===== config.mk =====
export PLATFORM = sky130hd
export DESIGN_NAME = buffer_pointer_ctrl
export DESIGN_NICKNAME = d
export VERILOG_FILES = /design/src/rtl/buffer_pointer_ctrl.sv
export SDC_FILE = /design/constraint.sdc
export NUM_CORES = 1
export LEC_CHECK = 0
export CAP_MARGIN = 40
export CORE_MARGIN = 2
export CORE_UTILIZATION = 51
export CTS_BUF_LIST = sky130_fd_sc_hd__clkbuf_4 sky130_fd_sc_hd__clkbuf_8
export DETAILED_ROUTE_END_ITERATION = 8
export HOLD_SLACK_MARGIN = 0.08
export PLACE_DENSITY = 0.89
export SYNTH_ARGS = -nofsm -noshare
export SYNTH_HDL_FRONTEND = slang
export SYNTH_SLANG_ARGS = --single-unit
export TNS_END_PERCENT = 5

===== constraint.sdc =====
create_clock -name clk -period 4.05 [get_ports clk]
set_input_delay 1.215 -clock clk [delete_from_list [all_inputs] [get_ports clk]]
set_output_delay 1.215 -clock clk [all_outputs]
set_load 0.01 [all_outputs]

===== src/rtl/buffer_pointer_ctrl.sv =====
// buffer_pointer_ctrl: address and occupancy controller for a 1W/1R buffer RAM.
// The block holds no data. It qualifies push/pop requests, drives the RAM strobes
// and addresses, tracks occupancy, and reports rejected requests as error pulses.
//
// Request semantics: push and pop are requests with no ready signal returned.
// A request is taken in the cycle it is presented only if its strobe (wr_en / rd_en)
// is high in that same cycle. Otherwise it is dropped, and the next cycle carries a
// one-cycle overflow / underflow pulse. flush drops both requests silently.
module buffer_pointer_ctrl #(
  parameter int    DEPTH        = 8,
  parameter string POP_ORDER    = "FIFO",
  parameter int    ALMOST_FULL  = DEPTH - 1,
  parameter int    ALMOST_EMPTY = 1,
  localparam int   AW           = $clog2(DEPTH),
  localparam int   CW           = $clog2(DEPTH + 1)
) (
  input  logic          clk,
  input  logic          rst,
  input  logic          push,
  input  logic          pop,
  input  logic          flush,
  output logic          wr_en,
  output logic          rd_en,
  output logic [AW-1:0] wr_addr,
  output logic [AW-1:0] rd_addr,
  output logic [CW-1:0] count,
  output logic          full,
  output logic          empty,
  output logic          almost_full,
  output logic          almost_empty,
  output logic          overflow,
  output logic          underflow
);

  if ((POP_ORDER != "FIFO") && (POP_ORDER != "LIFO")) begin : g_bad_order
    $fatal(1, "buffer_pointer_ctrl: POP_ORDER must be \"FIFO\" or \"LIFO\"");
  end

  logic [CW-1:0] count_q, count_d;
  logic          overflow_q, overflow_d;
  logic          underflow_q, underflow_d;
  logic          push_ok, pop_ok;

  // Flags are decoded from the registered count only.
  assign count        = count_q;
  assign empty        = (count_q == '0);
  assign full         = (count_q == CW'(DEPTH));
  assign almost_full  = (count_q >= CW'(ALMOST_FULL));
  assign almost_empty = (count_q <= CW'(ALMOST_EMPTY));
  assign overflow     = overflow_q;
  assign underflow    = underflow_q;

  // Request qualification. A full buffer still takes a push when a pop is taken in
  // the same cycle. Reset forces the strobes low combinationally.
  always_comb begin
    pop_ok      = pop & ~empty & ~flush & ~rst;
    push_ok     = push & ~flush & ~rst & (~full | pop_ok);
    wr_en       = push_ok;
    rd_en       = pop_ok;
    overflow_d  = push & ~push_ok & ~flush;
    underflow_d = pop & ~pop_ok & ~flush;
    count_d     = count_q + CW'(push_ok) - CW'(pop_ok);
    if (flush) begin
      count_d = '0;
    end
  end

  // Occupancy and error-pulse registers.
  always_ff @(posedge clk or posedge rst) begin
    if (rst) begin
      count_q     <= '0;
      overflow_q  <= 1'b0;
      underflow_q <= 1'b0;
    end else begin
      count_q     <= count_d;
      overflow_q  <= overflow_d;
      underflow_q <= underflow_d;
    end
  end

  if (POP_ORDER == "FIFO") begin : g_fifo
    logic [AW-1:0] wr_ptr_q, wr_ptr_d;
    logic [AW-1:0] rd_ptr_q, rd_ptr_d;

    assign wr_addr = wr_ptr_q;
    assign rd_addr = rd_ptr_q;

    // Pointer advance. The wrap compares against DEPTH-1 so DEPTH need not be a power of two.
    always_comb begin
      wr_ptr_d = wr_ptr_q;
      rd_ptr_d = rd_ptr_q;
      if (flush) begin
        wr_ptr_d = '0;
        rd_ptr_d = '0;
      end else begin
        if (push_ok) begin
          wr_ptr_d = (wr_ptr_q == AW'(DEPTH - 1)) ? '0 : wr_ptr_q + AW'(1);
        end
        if (pop_ok) begin
          rd_ptr_d = (rd_ptr_q == AW'(DEPTH - 1)) ? '0 : rd_ptr_q + AW'(1);
        end
      end
    end

    // Pointer registers.
    always_ff @(posedge clk or posedge rst) begin
      if (rst) begin
        wr_ptr_q <= '0;
        rd_ptr_q <= '0;
      end else begin
        wr_ptr_q <= wr_ptr_d;
        rd_ptr_q <= rd_ptr_d;
      end
    end
  end else begin : g_lifo
    // The stack pointer is the count itself. top is the newest entry; slot is the
    // first free entry, clamped to DEPTH-1 when the stack is full.
    logic [AW-1:0] top_addr;
    logic [AW-1:0] slot_addr;

    // Stack addressing. A push with a pop replaces the top entry in place, which
    // relies on the RAM returning the old contents on a same-address read/write.
    always_comb begin
      top_addr  = empty ? '0 : AW'(count_q - CW'(1));
      slot_addr = full ? AW'(DEPTH - 1) : AW'(count_q);
      rd_addr   = top_addr;
      wr_addr   = slot_addr;
      if (push_ok && pop_ok) begin
        wr_addr = top_addr;
      end
    end
  end

endmodule


# ---- After elaboration in Yosys (flattened, before gate mapping)
# Index checks and enable logic that the tools add are counted.
dict set report totals {
  regBits 12
  input_bits 5
  wordCells 41
}
dict set report classes {
  n_addsub 4
  n_lt_le_gt_ge 2
  n_eq_ne 3
  mux 7
  bitwise 17
  n_reduce_logical 3
}
# cell count
set op_table {}
lappend op_table {{2-to-1 mux 3 bit} 6}
lappend op_table {{AND 1 bit} 10}
lappend op_table {{adder 3 x 1 -> 3 bit (second input constant)} 2}
lappend op_table {{equality test 3 bit (second input constant)} 2}
lappend op_table {{inverter 1 bit} 6}
lappend op_table {{adder 4 x 1 -> 4 bit} 1}
lappend op_table {{equality test 4 bit (second input constant)} 1}
lappend op_table {{>= comparator 4 x 3 -> 1 bit (second input constant)} 1}
lappend op_table {{less-or-equal comparator 4 x 1 -> 1 bit (second input constant)} 1}
lappend op_table {{logical NOT 4 bit} 1}
lappend op_table {{2-to-1 mux 4 bit} 1}
lappend op_table {{nonzero test 2 bit} 2}
lappend op_table {{subtractor 4 x 1 -> 4 bit} 1}
lappend op_table {{bitwise OR 1 bit} 1}

# ---- Depth between registers and ports, before layout
dict set report depth {
  ltp_word 10
  mapped_depth 10
}

# ---- Worst setup path after synthesis
# OpenSTA, ideal clock, no wires.
dict set report synth_timing {
  path_kind {input to register}
  start {in rst}
  end {reg count_q[3] (netlist: count[3])}
  setup_time_ns 0.125
  arrival_time_ns 3.029
  t_required_ns 3.925
  path_slack_ns 0.897
  path_stages 8
  cell_sequence {or3b_4 nor2_1 ha_1 inv_1 ha_1 a21o_1 a21oi_1 mux2_2}
}
dict set report synth_via {
  elab_chain_cells 7
  word_cells_on_any_way 8
  classes_between {add/sub (2); mux (1); bitwise (5)}
}
# item line_no
set synth_rtl {}
lappend synth_rtl {{from (decl)} 18} ;# input logic rst,
lappend synth_rtl {{inverter 1 bit *} 56} ;# pop_ok = pop & ~empty & ~flush & ~rst;
lappend synth_rtl {{AND 1 bit *} 56}
lappend synth_rtl {{net rd_en} 23} ;# output logic rd_en,
lappend synth_rtl {{bitwise OR 1 bit} 57} ;# push_ok = push & ~flush & ~rst & (~full | pop_ok);
lappend synth_rtl {{AND 1 bit} 57}
lappend synth_rtl {{adder 4 x 1 -> 4 bit} 62} ;# count_d = count_q + CW'(push_ok) - CW'(pop_ok);
lappend synth_rtl {{subtractor 4 x 1 -> 4 bit *} 62}
lappend synth_rtl {{2-to-1 mux 4 bit *} 63} ;# if (flush) begin
lappend synth_rtl {{net count_d[3]} 39} ;# logic [CW-1:0] count_q, count_d;
lappend synth_rtl {{to (signal assigned)} 75} ;# count_q <= count_d;
lappend synth_rtl {{to (decl)} 39}
# Mark *: on every way through the listed nets, which the timed path passes. The rest lies on a longest branch.
# A chain may end at the register's enable or synchronous reset.

# ---- Worst setup path after layout
dict set report layout_timing {
  start {in pop}
  end {out wr_en}
}
dict set report layout_via {
  elab_chain_cells 5
}
# item line_no
set layout_rtl {}
lappend layout_rtl {{from (decl)} 20} ;# input logic pop,
lappend layout_rtl {{AND 1 bit (3 in series)} 56}
lappend layout_rtl {{bitwise OR 1 bit} 57}
lappend layout_rtl {{AND 1 bit} 57}
lappend layout_rtl {{to (decl)} 22} ;# output logic wr_en,
# Every way passes these cells.

==> parameters.txt <==
Parameter                              Value

Setup path
  Cell Chain, Critical Path    clkdlybuf4s50_1 -> nand2b_1 -> a211oi_2 -> clkdlybuf4s50_1
  CP required    2.83 ns
  Kind of end point of the critical path    primary output
  Worst setup slack for register-to-register paths    1.08 ns
  Slowest cell on crit path    clkdlybuf4s50_1
  Slowest Stage Delay on Critical Path    0.59 ns
  Crit-path max FO    3
  Reg-to-reg critical path startpoint    count[2]$_DFF_PP0_
  Startpoint Class    primary input
  Arrival time reported for the critical path endpoint    2.76 ns
  Type of the worst setup path    in -> out
  Worst setup path startpoint    pop
  Cell seen most often among critical-path stages    clkdlybuf4s50_1

Routing
  Number of DRC markers in iteration 0    16
  Remaining DRCs    0
  Wire length reported by the detailed router    1790 um
  Routed Antenna Nets    0
  Number of vias per cell    5.45
  Wire per inst    14.5 um
  Iteration count of the initial detailed-routing pass    4
  Detailed-route via count    670

GRT
  Antenna violations before repair    0
  Total routing usage reported by global routing    0.222
  Routing usage on met1    0.257
  Gr ovfl total    0
  Number of global-route vias before repair    682
  Maximum number of pins on one net before global-route repair    13
  Global-route track usage on met3    0.0383
  Met2 track utilization from global routing    0.364
  Global route hottest layer    met2
  Wire length of the first global-routing pass    2990 um

Place
  Pre-CTS worst setup slack    -0.0512 ns
  Final weighted congestion in routability-driven placement    0.754
  Count of buffers from port buffering    22
  Half-perimeter wire length after detailed placement    1340 um

Cells and area
  Area Growth Syn to Fin    42.4%
  Fraction of layout instances using a drive strength above 1    0.159
  FF/Latch Area    300 um^2
  Total area of multi-input combinational cells    459 um^2
  Final net count    126
  Utilization after layout    0.759
  Ant diodes    0
  Fillers    106

Logic synthesis
  Synthesized netlist net count    93
  Portion of synthesized cell area occupied by the leading cell type    0.383
  Leading post-synthesis cells by cell area    dfrtp_1 38%, ha_1 19%, nand2b_1 4.8%
  Share of the yosys chip area belonging to registers    0.383
  Dominant register cell in the synthesized netlist    dfrtp_1
  Post-synthesis sequential element count    12
  Distinct cell type count of the synthesized netlist    24
  Gate Count Post-Synth    75
  Fraction of registers with async set/reset    1.00
  Top post-synthesis cells by count    12 x dfrtp_1, 12 x ha_1, 7 x a21oi_1, 7 x inv_1, 6 x nand2b_1
  Number of flops mapped to enable cells by yosys    0
  Yosys top cell by area    dfrtp_1
  Yosys warning total    0
  Mean instance size in the synthesized netlist    10.5 um^2
  Post-synthesis instance area    785 um^2

STA
  Final min period    3.97 ns
  Unrepaired setup endpoints after global routing    false
  Transition time of the tightest slew-check pin    0.608 ns
  Number of failing setup endpoints in the final timing report    0
  Number of failing hold endpoints at the final stage    0
  Worst-case hold slack    0.568 ns
  Final Max Slew Viols    0
  Setup skew after layout    0.00542 ns
  Max-slew headroom at the worst pin    0.594
  Part of the cycle the worst path needs    0.981
  Final worst-path setup slack    0.0784 ns
  Fmax    252 MHz

CTS
  CTS tree    done
  Clock root cell    clkbuf_4
  CTS buffer count    3
  Insertion delay to the later sink of the worst-skew pair    0.28 ns
  Clock Tree Buf Depth    2
  Number of clock sinks    12
  Number of setup buffers added after CTS    0
  CTS H-Tree Depth    1
  Clock transition time at the flip-flop clock pins of the worst setup and hold paths    0.08 ns

Pwr
  Leakage component of the power    0.554 nW
  Worst supply voltage drop on vdd    0.322 mV
  PD cells    461 nW/um^2

Hold path
  Class of the most critical hold timing path    reg -> reg
  Source of the worst hold timing path    wr_addr[1]$_DFFE_PP0P_

Die
  Number of core rows    14
  Effective utilization at floorplan    0.533
  Vertical die dimension    43.2 um
  Top Ports    23
  Placeable Area    1470 um^2
  Die Outline Area    1870 um^2
  Die X-Extent    43.2 um

Job
  Maxcap violations    0

Run status
  Run status    finished clean
per-stage QoR:
| stage | area, um^2 | setup TNS [ns] | cells | power, W |
|---|---|---|---|---|
| after floorplan | 785 | 0 | 75 | 0.000293 |
| after detailed placement | 1070 | -0.0512 | 119 | 0.000415 |
| after global placement | 1070 | 0 | 119 | 0.000404 |
| final | 1120 | 0 | 123 | 0.000516 |
| after CTS | 1110 | 0 | 123 | 0.000519 |
| after global routing | 1120 | 0 | 123 | 0.000551 |
area by class of cell:
cell class                 instances  area share
sequential                        12       0.269
clock buffer                       4      0.0325
multi-input combinational         55       0.411
tap                               16      0.0179
timing repair buffer              29       0.246
inverter                           7      0.0235
per-layer routing:
layer | share of wire | vias up | wire length [um]
li1 | - | 321 | -
met1 | 0.40 | 327 | 717
met2 | 0.55 | 18 | 985
met3 | 0.029 | 4 | 51
met4 | 0.019 | 0 | 34
met5 | 0 | - | 0
report_power, final:
part,leakage [nW],switching [W],internal [W]
combinational,0.369,0.000125,0.000139
clock,0.0210,0.0000440,0.0000547
sequential,0.163,0.0000173,0.000136
total,0.554,0.000186,0.000330
state kept, by name (all words and copies together) (netlist names):
signal and cells:
overflow 1, underflow 1, rd_addr 3, count 4, wr_addr 3
worst paths after layout:
| kind | endpoint | cells past startpoint |
|---|---|---|
| min | wr_addr[1]$_DFFE_PP0P_ | 2 |
| max reg2reg | count[3]$_DFF_PP0_ | 11 |
| max in group asynchronous | wr_addr[0]$_DFFE_PP0P_ | 3 |
| min reg2reg | wr_addr[1]$_DFFE_PP0P_ | 2 |
| max | wr_en | 4 |
| min in group asynchronous | overflow$_DFF_PP0_ | 3 |
worst max-delay path, delay by kind of cell:
| family | cells | cell delay, ns |
|---|---|---|
| AND/OR/NAND/NOR | 1 | 0.13 |
| AO/OA/AOI/OAI | 1 | 0.32 |
| buffers and inverters | 2 | 1.09 |
kinds of logic (layout without fill, tap and decap cells):
logic type,Yosys count,after routing,synth area share
buffers and inverters,8,40,0.0383
AOI/OAI and AO/OA,11,11,0.0766
adders and majority gates,13,13,0.217
muxes,5,5,0.0686
DFF,12,12,0.383
and+or+nand+nor,25,25,0.206
xor gates and xnor gates,1,1,0.0112
placed cells by master (no fill, tap or decap), drive strengths merged, types with 4 or more instances in the layout:
cell	instances
ha	12
nand2b	6
clkdlybuf4s50	21
clkbuf	4
a21oi	7
inv	7
nor2	4
buf	7
dfrtp	12
repair_timing:
action | in CTS | in global routing
pin swaps | 0 | 1
hold buffers | 0 | 0
gates resized for setup | 1 | 1
endpoints found under the setup margin | 1 | 2
(Power assumes the default switching activity.)
